File: config.mk
export PLATFORM = sky130hd
export DESIGN_NAME = alu_seq_ctrl
export DESIGN_NICKNAME = d
export VERILOG_FILES = /design/src/rtl/alu_seq_ctrl.sv
export SDC_FILE = /design/constraint.sdc
export NUM_CORES = 1
export LEC_CHECK = 0
export BUFFER_PORTS_ARGS = -buffer_cell sky130_fd_sc_hd__buf_4
export CAP_MARGIN = 15
export CORE_UTILIZATION = 36
export DETAILED_ROUTE_END_ITERATION = 7
export PLACE_DENSITY = 0.59
export SETUP_SLACK_MARGIN = 0.3
export SYNTH_ARGS = -nofsm -noshare
export SYNTH_HDL_FRONTEND = slang
export SYNTH_SLANG_ARGS = --single-unit
File: constraint.sdc
create_clock -name Clk -period 5 [get_ports Clk]
set_clock_uncertainty 0.15 [all_clocks]
set_input_delay 1 -clock Clk [delete_from_list [all_inputs] [get_ports Clk]]
set_output_delay 1 -clock Clk [all_outputs]
set_load 0.03 [all_outputs]
File: src/rtl/alu_seq_ctrl.sv
// alu_seq_ctrl
// Two-cycle fetch/execute sequencer for the 4-bit accumulator datapath.
// Fetches 8-bit instructions from an external combinational ROM and drives
// the datapath control lines. It latches the ALU carry/zero flags and
// executes conditional jumps.
//
// Ports
//   Clk      in   rising-edge clock
//   reset    in   asynchronous active-low reset
//   start    in   begin program at address 0 (honoured in IDLE/HALT only)
//   instr    in   [7:0] ROM data at pc; [7:4] opcode, [3:0] operand
//   carry    in   ALU carry/borrow
//   exit     in   ALU zero
//   pc       out  [3:0] ROM address
//   operand  out  [3:0] value driven onto the datapath input bus
//   command  out  [2:0] ALU operation select
//   En1      out  input-bus tri-state enable
//   En       out  accumulator load enable
//   En2      out  output tri-state enable
//   c_flag   out  latched carry
//   z_flag   out  latched zero
//   busy     out  high in FETCH/EXEC
//   done     out  high in HALT
module alu_seq_ctrl (
  input  logic       Clk,
  input  logic       reset,
  input  logic       start,
  input  logic [7:0] instr,
  input  logic       carry,
  input  logic       exit,
  output logic [3:0] pc,
  output logic [3:0] operand,
  output logic [2:0] command,
  output logic       En1,
  output logic       En,
  output logic       En2,
  output logic       c_flag,
  output logic       z_flag,
  output logic       busy,
  output logic       done
);

  typedef enum logic [1:0] {
    S_IDLE  = 2'd0,
    S_FETCH = 2'd1,
    S_EXEC  = 2'd2,
    S_HALT  = 2'd3
  } state_e;

  typedef enum logic [3:0] {
    OP_NOP  = 4'h0,
    OP_LIT  = 4'h1,
    OP_CMP  = 4'h2,
    OP_ADD  = 4'h3,
    OP_NAND = 4'h4,
    OP_OUT  = 4'h5,
    OP_JMP  = 4'h6,
    OP_JC   = 4'h7,
    OP_JZ   = 4'h8,
    OP_HALT = 4'hF
  } op_e;

  state_e     state_q, state_d;
  logic [3:0] pc_q, pc_d;
  logic [7:0] ir_q, ir_d;
  logic       c_q, c_d;
  logic       z_q, z_d;

  // State and architectural registers
  always_ff @(posedge Clk or negedge reset) begin
    if (!reset) begin
      state_q <= S_IDLE;
      pc_q    <= '0;
      ir_q    <= '0;
      c_q     <= 1'b0;
      z_q     <= 1'b0;
    end else begin
      state_q <= state_d;
      pc_q    <= pc_d;
      ir_q    <= ir_d;
      c_q     <= c_d;
      z_q     <= z_d;
    end
  end

  // Next-state and register updates
  always_comb begin
    state_d = state_q;
    pc_d    = pc_q;
    ir_d    = ir_q;
    c_d     = c_q;
    z_d     = z_q;
    case (state_q)
      S_IDLE, S_HALT: begin
        if (start) begin
          state_d = S_FETCH;
          pc_d    = '0;
          c_d     = 1'b0;
          z_d     = 1'b0;
        end
      end
      S_FETCH: begin
        ir_d    = instr;
        pc_d    = pc_q + 4'd1;
        state_d = S_EXEC;
      end
      S_EXEC: begin
        state_d = S_FETCH;
        // Flags are captured from the ALU at the edge ending EXEC; jumps
        // test the flag values registered before this instruction.
        case (ir_q[7:4])
          OP_CMP, OP_ADD: begin
            c_d = carry;
            z_d = exit;
          end
          OP_JMP:  pc_d = ir_q[3:0];
          OP_JC:   if (c_q) pc_d = ir_q[3:0];
          OP_JZ:   if (z_q) pc_d = ir_q[3:0];
          OP_HALT: state_d = S_HALT;
          default: ;
        endcase
      end
      default: state_d = S_IDLE;
    endcase
  end

  // Datapath controls decoded from registered state and ir only
  always_comb begin
    operand = '0;
    command = 3'b000;
    En1     = 1'b0;
    En      = 1'b0;
    En2     = 1'b0;
    busy    = (state_q == S_FETCH) || (state_q == S_EXEC);
    done    = (state_q == S_HALT);
    if (state_q == S_EXEC) begin
      operand = ir_q[3:0];
      case (ir_q[7:4])
        OP_LIT: begin
          command = 3'b010;
          En1     = 1'b1;
          En      = 1'b1;
        end
        OP_CMP: begin
          command = 3'b001;
          En1     = 1'b1;
        end
        OP_ADD: begin
          command = 3'b011;
          En1     = 1'b1;
          En      = 1'b1;
        end
        OP_NAND: begin
          command = 3'b100;
          En1     = 1'b1;
          En      = 1'b1;
        end
        OP_OUT:  En2 = 1'b1;
        default: ;
      endcase
    end
  end

  assign pc     = pc_q;
  assign c_flag = c_q;
  assign z_flag = z_q;

endmodule
Word level (Yosys, flattened, before mapping)
Cells that the tools add are included.
{"block": "totals", "reg_bits": 16, "inputBits": 13, "out_inout_bits": 18, "wordCells": 54}
{"block": "op_classes", "add_sub_neg": 1, "eq_ne": 17, "muxes": 22, "n_reduce_logical": 9}
{"operator": "case mux 4 bit (3 select lines)", "count": 2}
{"operator": "== test 4 x 3 -> 1 bit, second input constant", "count": 4}
{"operator": "2-to-1 mux 4 bit", "count": 4}
{"operator": "case mux 3 bit (4 select lines)", "count": 1}
{"operator": "2-to-1 mux 1 bit", "count": 9}
{"operator": "== test 4 x 2 -> 1 bit, second input constant", "count": 2}
{"operator": "== test 4 bit, second input constant", "count": 2}
{"operator": "inequality test 3 bit, second input constant", "count": 2}
{"operator": "case mux 2 bit (3 select lines)", "count": 1}
{"operator": "adder 4 x 1 -> 4 bit, second input constant", "count": 1}
{"operator": "== test 2 bit, second input constant", "count": 2}
{"operator": "== test 4 x 1 -> 1 bit, second input constant", "count": 1}
{"operator": "2-to-1 mux 2 bit", "count": 2}
{"operator": "inequality test 4 x 1 -> 1 bit, second input constant", "count": 1}
{"operator": "case mux 1 bit (2 select lines)", "count": 2}
{"operator": "AND reduction 4 bit", "count": 1}
{"operator": "OR reduction 2 bit", "count": 2}
{"operator": "OR reduction 4 bit", "count": 1}
{"operator": "2-to-1 mux 3 bit", "count": 1}
{"operator": "AND reduction 3 bit", "count": 1}
{"operator": "OR reduction 3 bit", "count": 1}
{"operator": "== test 2 x 1 -> 1 bit, second input constant", "count": 1}
{"operator": "logical NOT 2 bit", "count": 1}
{"operator": "inequality test 2 x 1 -> 1 bit, second input constant", "count": 1}
{"operator": "3 further kinds", "count": 3}

Logic depth before layout (Yosys ltp)
{"block": "logic_depth", "ltp_word": 4, "mapped_depth": 8, "mapped_depth_nobuf": 8}

Worst setup path before layout
No wires, ideal clock.
{"block": "synth_timing", "kind": "reg2out", "startpoint": "reg state_q[0]", "endpoint": "out En1", "arrival_ns": 2.269, "required_ns": 3.850, "setup_slack_ns": 1.581, "stages_incl_launch_ff": 6, "path_cell_list": "dfrtp_1 inv_1 ha_1 inv_2 nor4b_1 or3_2"}
{"block": "synth_via", "elab_chain_len": 2}
{"item": "start: declaration", "line": "63", "source": "state_e state_q, state_d;"}
{"item": "start signal: assignment", "line": "78", "source": "state_q <= state_d;"}
{"item": "== test 2 bit", "line": "136", "source": "if (state_q == S_EXEC) begin"}
{"item": "2-to-1 mux 1 bit", "line": "136"}
{"item": "end: declaration", "line": "34", "source": "output logic En1,"}
Every way passes these cells.

Final worst setup path
Ends and elaborated chain as after synthesis.

==> impl_results.html <==
<table>
<tr><th>Metric</th><th>Value</th></tr>
<tr><th colspan="2">Routing</th></tr>
<tr><td>DRC violations left</td><td>0</td></tr>
<tr><td>Iteration-0 DRC Markers</td><td>16</td></tr>
<tr><td>Drt first pass iters</td><td>4</td></tr>
<tr><td>DR vias/cell</td><td>5.24</td></tr>
<tr><td>Remaining number of nets flagged by the antenna check after routing</td><td>0</td></tr>
<tr><td>Aggregate routed wire length</td><td>1.88 mm</td></tr>
<tr><td>Post-detailed-route wirelength per cell</td><td>12.9 um</td></tr>
<tr><td>Total number of vias</td><td>765</td></tr>
<tr><th colspan="2">Critical path</th></tr>
<tr><td>Origin of the critical flop-to-flop path</td><td>state_q[0]$_DFFE_PN0P_</td></tr>
<tr><td>Kind of start point of the critical path</td><td>flop</td></tr>
<tr><td>Crit path max-delay cell type</td><td>or4b_4</td></tr>
<tr><td>Total stage count of the critical path</td><td>7</td></tr>
<tr><td>Sum of buffers and inverters on the critical path</td><td>4</td></tr>
<tr><td>CP Cell Sequence</td><td>inv_1, ha_1, inv_2, or4b_4, clkinv_2, or3_2, buf_4</td></tr>
<tr><td>Worst Setup Path Type</td><td>reg -&gt; out</td></tr>
<tr><td>R2r worst-path depth</td><td>6</td></tr>
<tr><td>Crit path largest cell delay</td><td>0.50 ns</td></tr>
<tr><td>Worst setup path startpoint</td><td>state_q[0]$_DFFE_PN0P_</td></tr>
<tr><td>Top Family by Delay on Critical Path</td><td>simple AND/OR/NAND/NOR gates</td></tr>
<tr><td>Data arrival at the endpoint of the critical path</td><td>just under 2 ns</td></tr>
<tr><td>Endpoint class of the critical path</td><td>primary output</td></tr>
<tr><td>Largest fanout on the critical path</td><td>8</td></tr>
<tr><td>Critical path data required time</td><td>slightly below 4 ns</td></tr>
<tr><th colspan="2">Outcome</th></tr>
<tr><td>Outcome</td><td>completed</td></tr>
<tr><th colspan="2">STA</th></tr>
<tr><td>Maximum frequency from static timing analysis</td><td>between 0.3 and 0.4 GHz</td></tr>
<tr><td>Worst slew pin tran</td><td>0.597 ns</td></tr>
<tr><td>Post-layout worst setup margin</td><td>between 1.5 and 2 ns</td></tr>
<tr><td>Final setup fails</td><td>0</td></tr>
<tr><td>Worst max-slew margin expressed relative to the limit</td><td>60.2%</td></tr>
<tr><td>Max-slew violations</td><td>0</td></tr>
<tr><td>Summed negative setup slack over all endpoints</td><td>0 ns</td></tr>
<tr><td>Hold Fails Final Rpt</td><td>0</td></tr>
<tr><td>Final critical-path share of the clock period</td><td>62.6%</td></tr>
<tr><td>Final critical-path required period</td><td>~3.1 ns</td></tr>
<tr><td>Setup repair after global routing missed its margin</td><td>no</td></tr>
<tr><th colspan="2">Global routing</th></tr>
<tr><td>Global-route track usage on met1</td><td>20.1%</td></tr>
<tr><td>Overall track demand over capacity in global routing</td><td>15.5%</td></tr>
<tr><td>Largest net degree at the start of global routing</td><td>17</td></tr>
<tr><td>Gr busiest metal</td><td>met2</td></tr>
<tr><td>Antenna violations before repair</td><td>0</td></tr>
<tr><td>Total gr overflow</td><td>0</td></tr>
<tr><td>Met2 Resource Use GR</td><td>25.6%</td></tr>
<tr><td>Global-route wire length before repair</td><td>3.08 mm</td></tr>
<tr><td>Global routing met3 resource utilization</td><td>2.63%</td></tr>
<tr><td>Number of global-route vias before repair</td><td>718</td></tr>
<tr><th colspan="2">Synth</th></tr>
<tr><td>Share of synthesized flip-flops with an asynchronous set or reset</td><td>100%</td></tr>
<tr><td>Post-synthesis cell area</td><td>896 um^2</td></tr>
<tr><td>Complex-gate fraction of the synthesized area</td><td>around 13%</td></tr>
<tr><td>Yosys synthesis warning count</td><td>0</td></tr>
<tr><td>Mean post-synth cell area</td><td>10.5 um^2</td></tr>
<tr><td>Simple-gate area share of the yosys netlist</td><td>23.6%</td></tr>
<tr><td>Dominant combinational cell family by area after synthesis</td><td>simple AND/OR/NAND/NOR gates</td></tr>
<tr><td>Synthesized-area fraction occupied by adder cells</td><td>5.59%</td></tr>
<tr><td>Share of cell area taken by muxes after synthesis</td><td>10.1%</td></tr>
<tr><td>Sequential-to-total area share from yosys stat</td><td>44.7%</td></tr>
<tr><td>Post-synth EDFFs</td><td>0</td></tr>
<tr><td>Netlist cell types</td><td>32</td></tr>
<tr><td>Syn nets</td><td>102</td></tr>
<tr><td>Xor and xnor area share after synthesis</td><td>0%</td></tr>
<tr><td>Post-synth top flop</td><td>dfrtp_1</td></tr>
<tr><td>Register bit count reported by yosys</td><td>16</td></tr>
<tr><td>Synthesized instance count</td><td>85</td></tr>
<tr><th colspan="2">Floorplan</th></tr>
<tr><td>Die outline area</td><td>0.00269 mm^2</td></tr>
<tr><td>Die Y-Extent</td><td>around 52 um</td></tr>
<tr><td>Row count</td><td>17</td></tr>
<tr><td>Io pins</td><td>31</td></tr>
<tr><td>Core region area</td><td>between 0.002 and 0.0025 mm^2</td></tr>
<tr><td>Starting density of the core</td><td>around two fifths</td></tr>
<tr><td>Die width</td><td>a little over 50 um</td></tr>
<tr><th colspan="2">Clock network</th></tr>
<tr><td>Deepest clock path buffer count</td><td>2</td></tr>
<tr><td>Total clock buffers created by CTS</td><td>3</td></tr>
<tr><td>Cells resized by post-CTS repair</td><td>0</td></tr>
<tr><td>TritonCTS clock tree</td><td>built</td></tr>
<tr><td>CTS hold repair buffers</td><td>0</td></tr>
<tr><td>Clock transition at the registers of the reported paths</td><td>0.10 ns</td></tr>
<tr><td>Root cell of the clock tree</td><td>clkbuf_4</td></tr>
<tr><td>H-tree levels</td><td>1</td></tr>
<tr><td>Clock sink total</td><td>16</td></tr>
<tr><td>Number of buffers added for setup after CTS</td><td>0</td></tr>
<tr><td>Clock latency reported for the late side of the worst-skew pair</td><td>0.28 ns</td></tr>
<tr><th colspan="2">Placement</th></tr>
<tr><td>Placement-stage worst setup slack</td><td>around 2.2 ns</td></tr>
<tr><td>Gp weighted congestion</td><td>0.760</td></tr>
<tr><td>DPL Wire Length</td><td>roughly 1.5 mm</td></tr>
<tr><td>IO Port Bufs</td><td>30</td></tr>
<tr><th colspan="2">Min path</th></tr>
<tr><td>Class of the worst hold path</td><td>reg -&gt; reg</td></tr>
<tr><td>Hold wc startpoint</td><td>ir_q[3]$_DFFE_PN0N_</td></tr>
<tr><td>Depth of the worst hold-timing path</td><td>1</td></tr>
<tr><th colspan="2">Finish</th></tr>
<tr><td>Area occupied by multi-input gates</td><td>472 um^2</td></tr>
<tr><td>Post-layout nets</td><td>136</td></tr>
<tr><td>Seq. cell area</td><td>between 400 and 500 um^2</td></tr>
<tr><td>Antenna fix cells</td><td>0</td></tr>
<tr><td>Fraction of final layout cells sized beyond drive strength 1</td><td>a little under half</td></tr>
<tr><td>Signed area change from the synthesized netlist to the final layout</td><td>32.7%</td></tr>
<tr><td>Fillers</td><td>212</td></tr>
<tr><th colspan="2">Power and ir drop</th></tr>
<tr><td>Power per unit of standard cell area</td><td>605 mW/mm^2</td></tr>
<tr><td>Highest ir drop seen on vdd</td><td>0.000341 V</td></tr>
<tr><td>Standby leakage power</td><td>0.579 nW</td></tr>
<tr><th colspan="2">Run</th></tr>
<tr><td>Total of max-cap violations</td><td>0</td></tr>
</table>
-- cell families after synthesis --
family | after synthesis
simple gates | 31
compound gates | 20
flops | 16
mux | 8
buf+inv | 6
fa+ha+maj | 4
-- synthesized netlist by cell type (2+ instances only) --
| cell type | n | area (um^2) |
|---|---|---|
| a21oi_1 | 4 | 20.0 |
| and2_2 | 5 | 37.5 |
| and3b_1 | 2 | 17.5 |
| dfrtp_1 | 16 | 400 |
| ha_1 | 4 | 50.1 |
| inv_1 | 3 | 11.3 |
| mux2_2 | 8 | 90.1 |
| nand2_1 | 2 | 7.51 |
| nor2_1 | 5 | 18.8 |
| nor3b_1 | 2 | 15.0 |
| nor4b_1 | 2 | 17.5 |
| o21ai_0 | 11 | 55.1 |
| o31ai_1 | 2 | 15.0 |
-- placed cells by master (no fill, tap or decap), types with 2 or more instances in the layout --
| cell | n |
|---|---|
| and3b_1 | 2 |
| o21ai_0 | 11 |
| nor2_1 | 5 |
| nor4b_1 | 2 |
| dfrtp_1 | 16 |
| inv_1 | 3 |
| o31ai_1 | 2 |
| buf_4 | 30 |
| ha_1 | 4 |
| nor3b_1 | 2 |
| and2_2 | 5 |
| clkbuf_4 | 3 |
| nand2_1 | 2 |
| mux2_2 | 8 |
| a21oi_1 | 4 |
-- metal layers --
| layer | up-vias | wire length (um) |
|---|---|---|
| met5 | - | 0 |
| met4 | 0 | 0 |
| met3 | 0 | 71 |
| met2 | 18 | 991 |
| met1 | 368 | 817 |
| li1 | 379 | - |
-- power breakdown --
group / internal, mW / switching [mW] / leakage, nW
clock network: 0.0443 / 0.0416 / 0.0210
registers: 0.186 / 0.0584 / 0.199
logic: 0.171 / 0.218 / 0.359
total: 0.402 / 0.318 / 0.579
-- flip-flops by register name, indices dropped and copies added, names as in the netlist --
signal   count
z_flag       1
ir_q         8
c_flag       1
state_q      2
pc           4
-- through the flow --
step                      hold slack (ns)  area (um^2)  cells  total power [mW]  utilization [%]
after floorplan                     0.323          896     85             0.517                -
after global placement              0.339         1150    142             0.637             50.6
after detailed placement            0.342         1150    142             0.639             50.6
after CTS                           0.364         1190    146             0.724             52.2
after global routing                0.380         1190    146             0.773             52.2
final                               0.360         1190    146             0.719             52.2
-- layout make-up --
| cell class | count | share of cell area, % |
|---|---|---|
| Clock buffer | 4 | 3.05 |
| Inverter | 5 | 1.68 |
| Multi-Input combinational cell | 63 | 39.7 |
| Sequential cell | 16 | 33.7 |
| Tap cell | 28 | 2.95 |
| Timing Repair Buffer | 30 | 18.9 |
-- final timing paths --
path,endpoint,slack (ns)
max,En1,1.87
min,ir_q[3]$_DFFE_PN0N_,0.36
max in group asynchronous,c_flag$_DFFE_PN0P_,4.12
min reg2reg,ir_q[3]$_DFFE_PN0N_,0.36
min in group asynchronous,ir_q[1]$_DFFE_PN0N_,0.40
max reg2reg,pc[3]$_DFFE_PN0P_,2.86
Note: power is estimated with default switching activity, not from simulation.
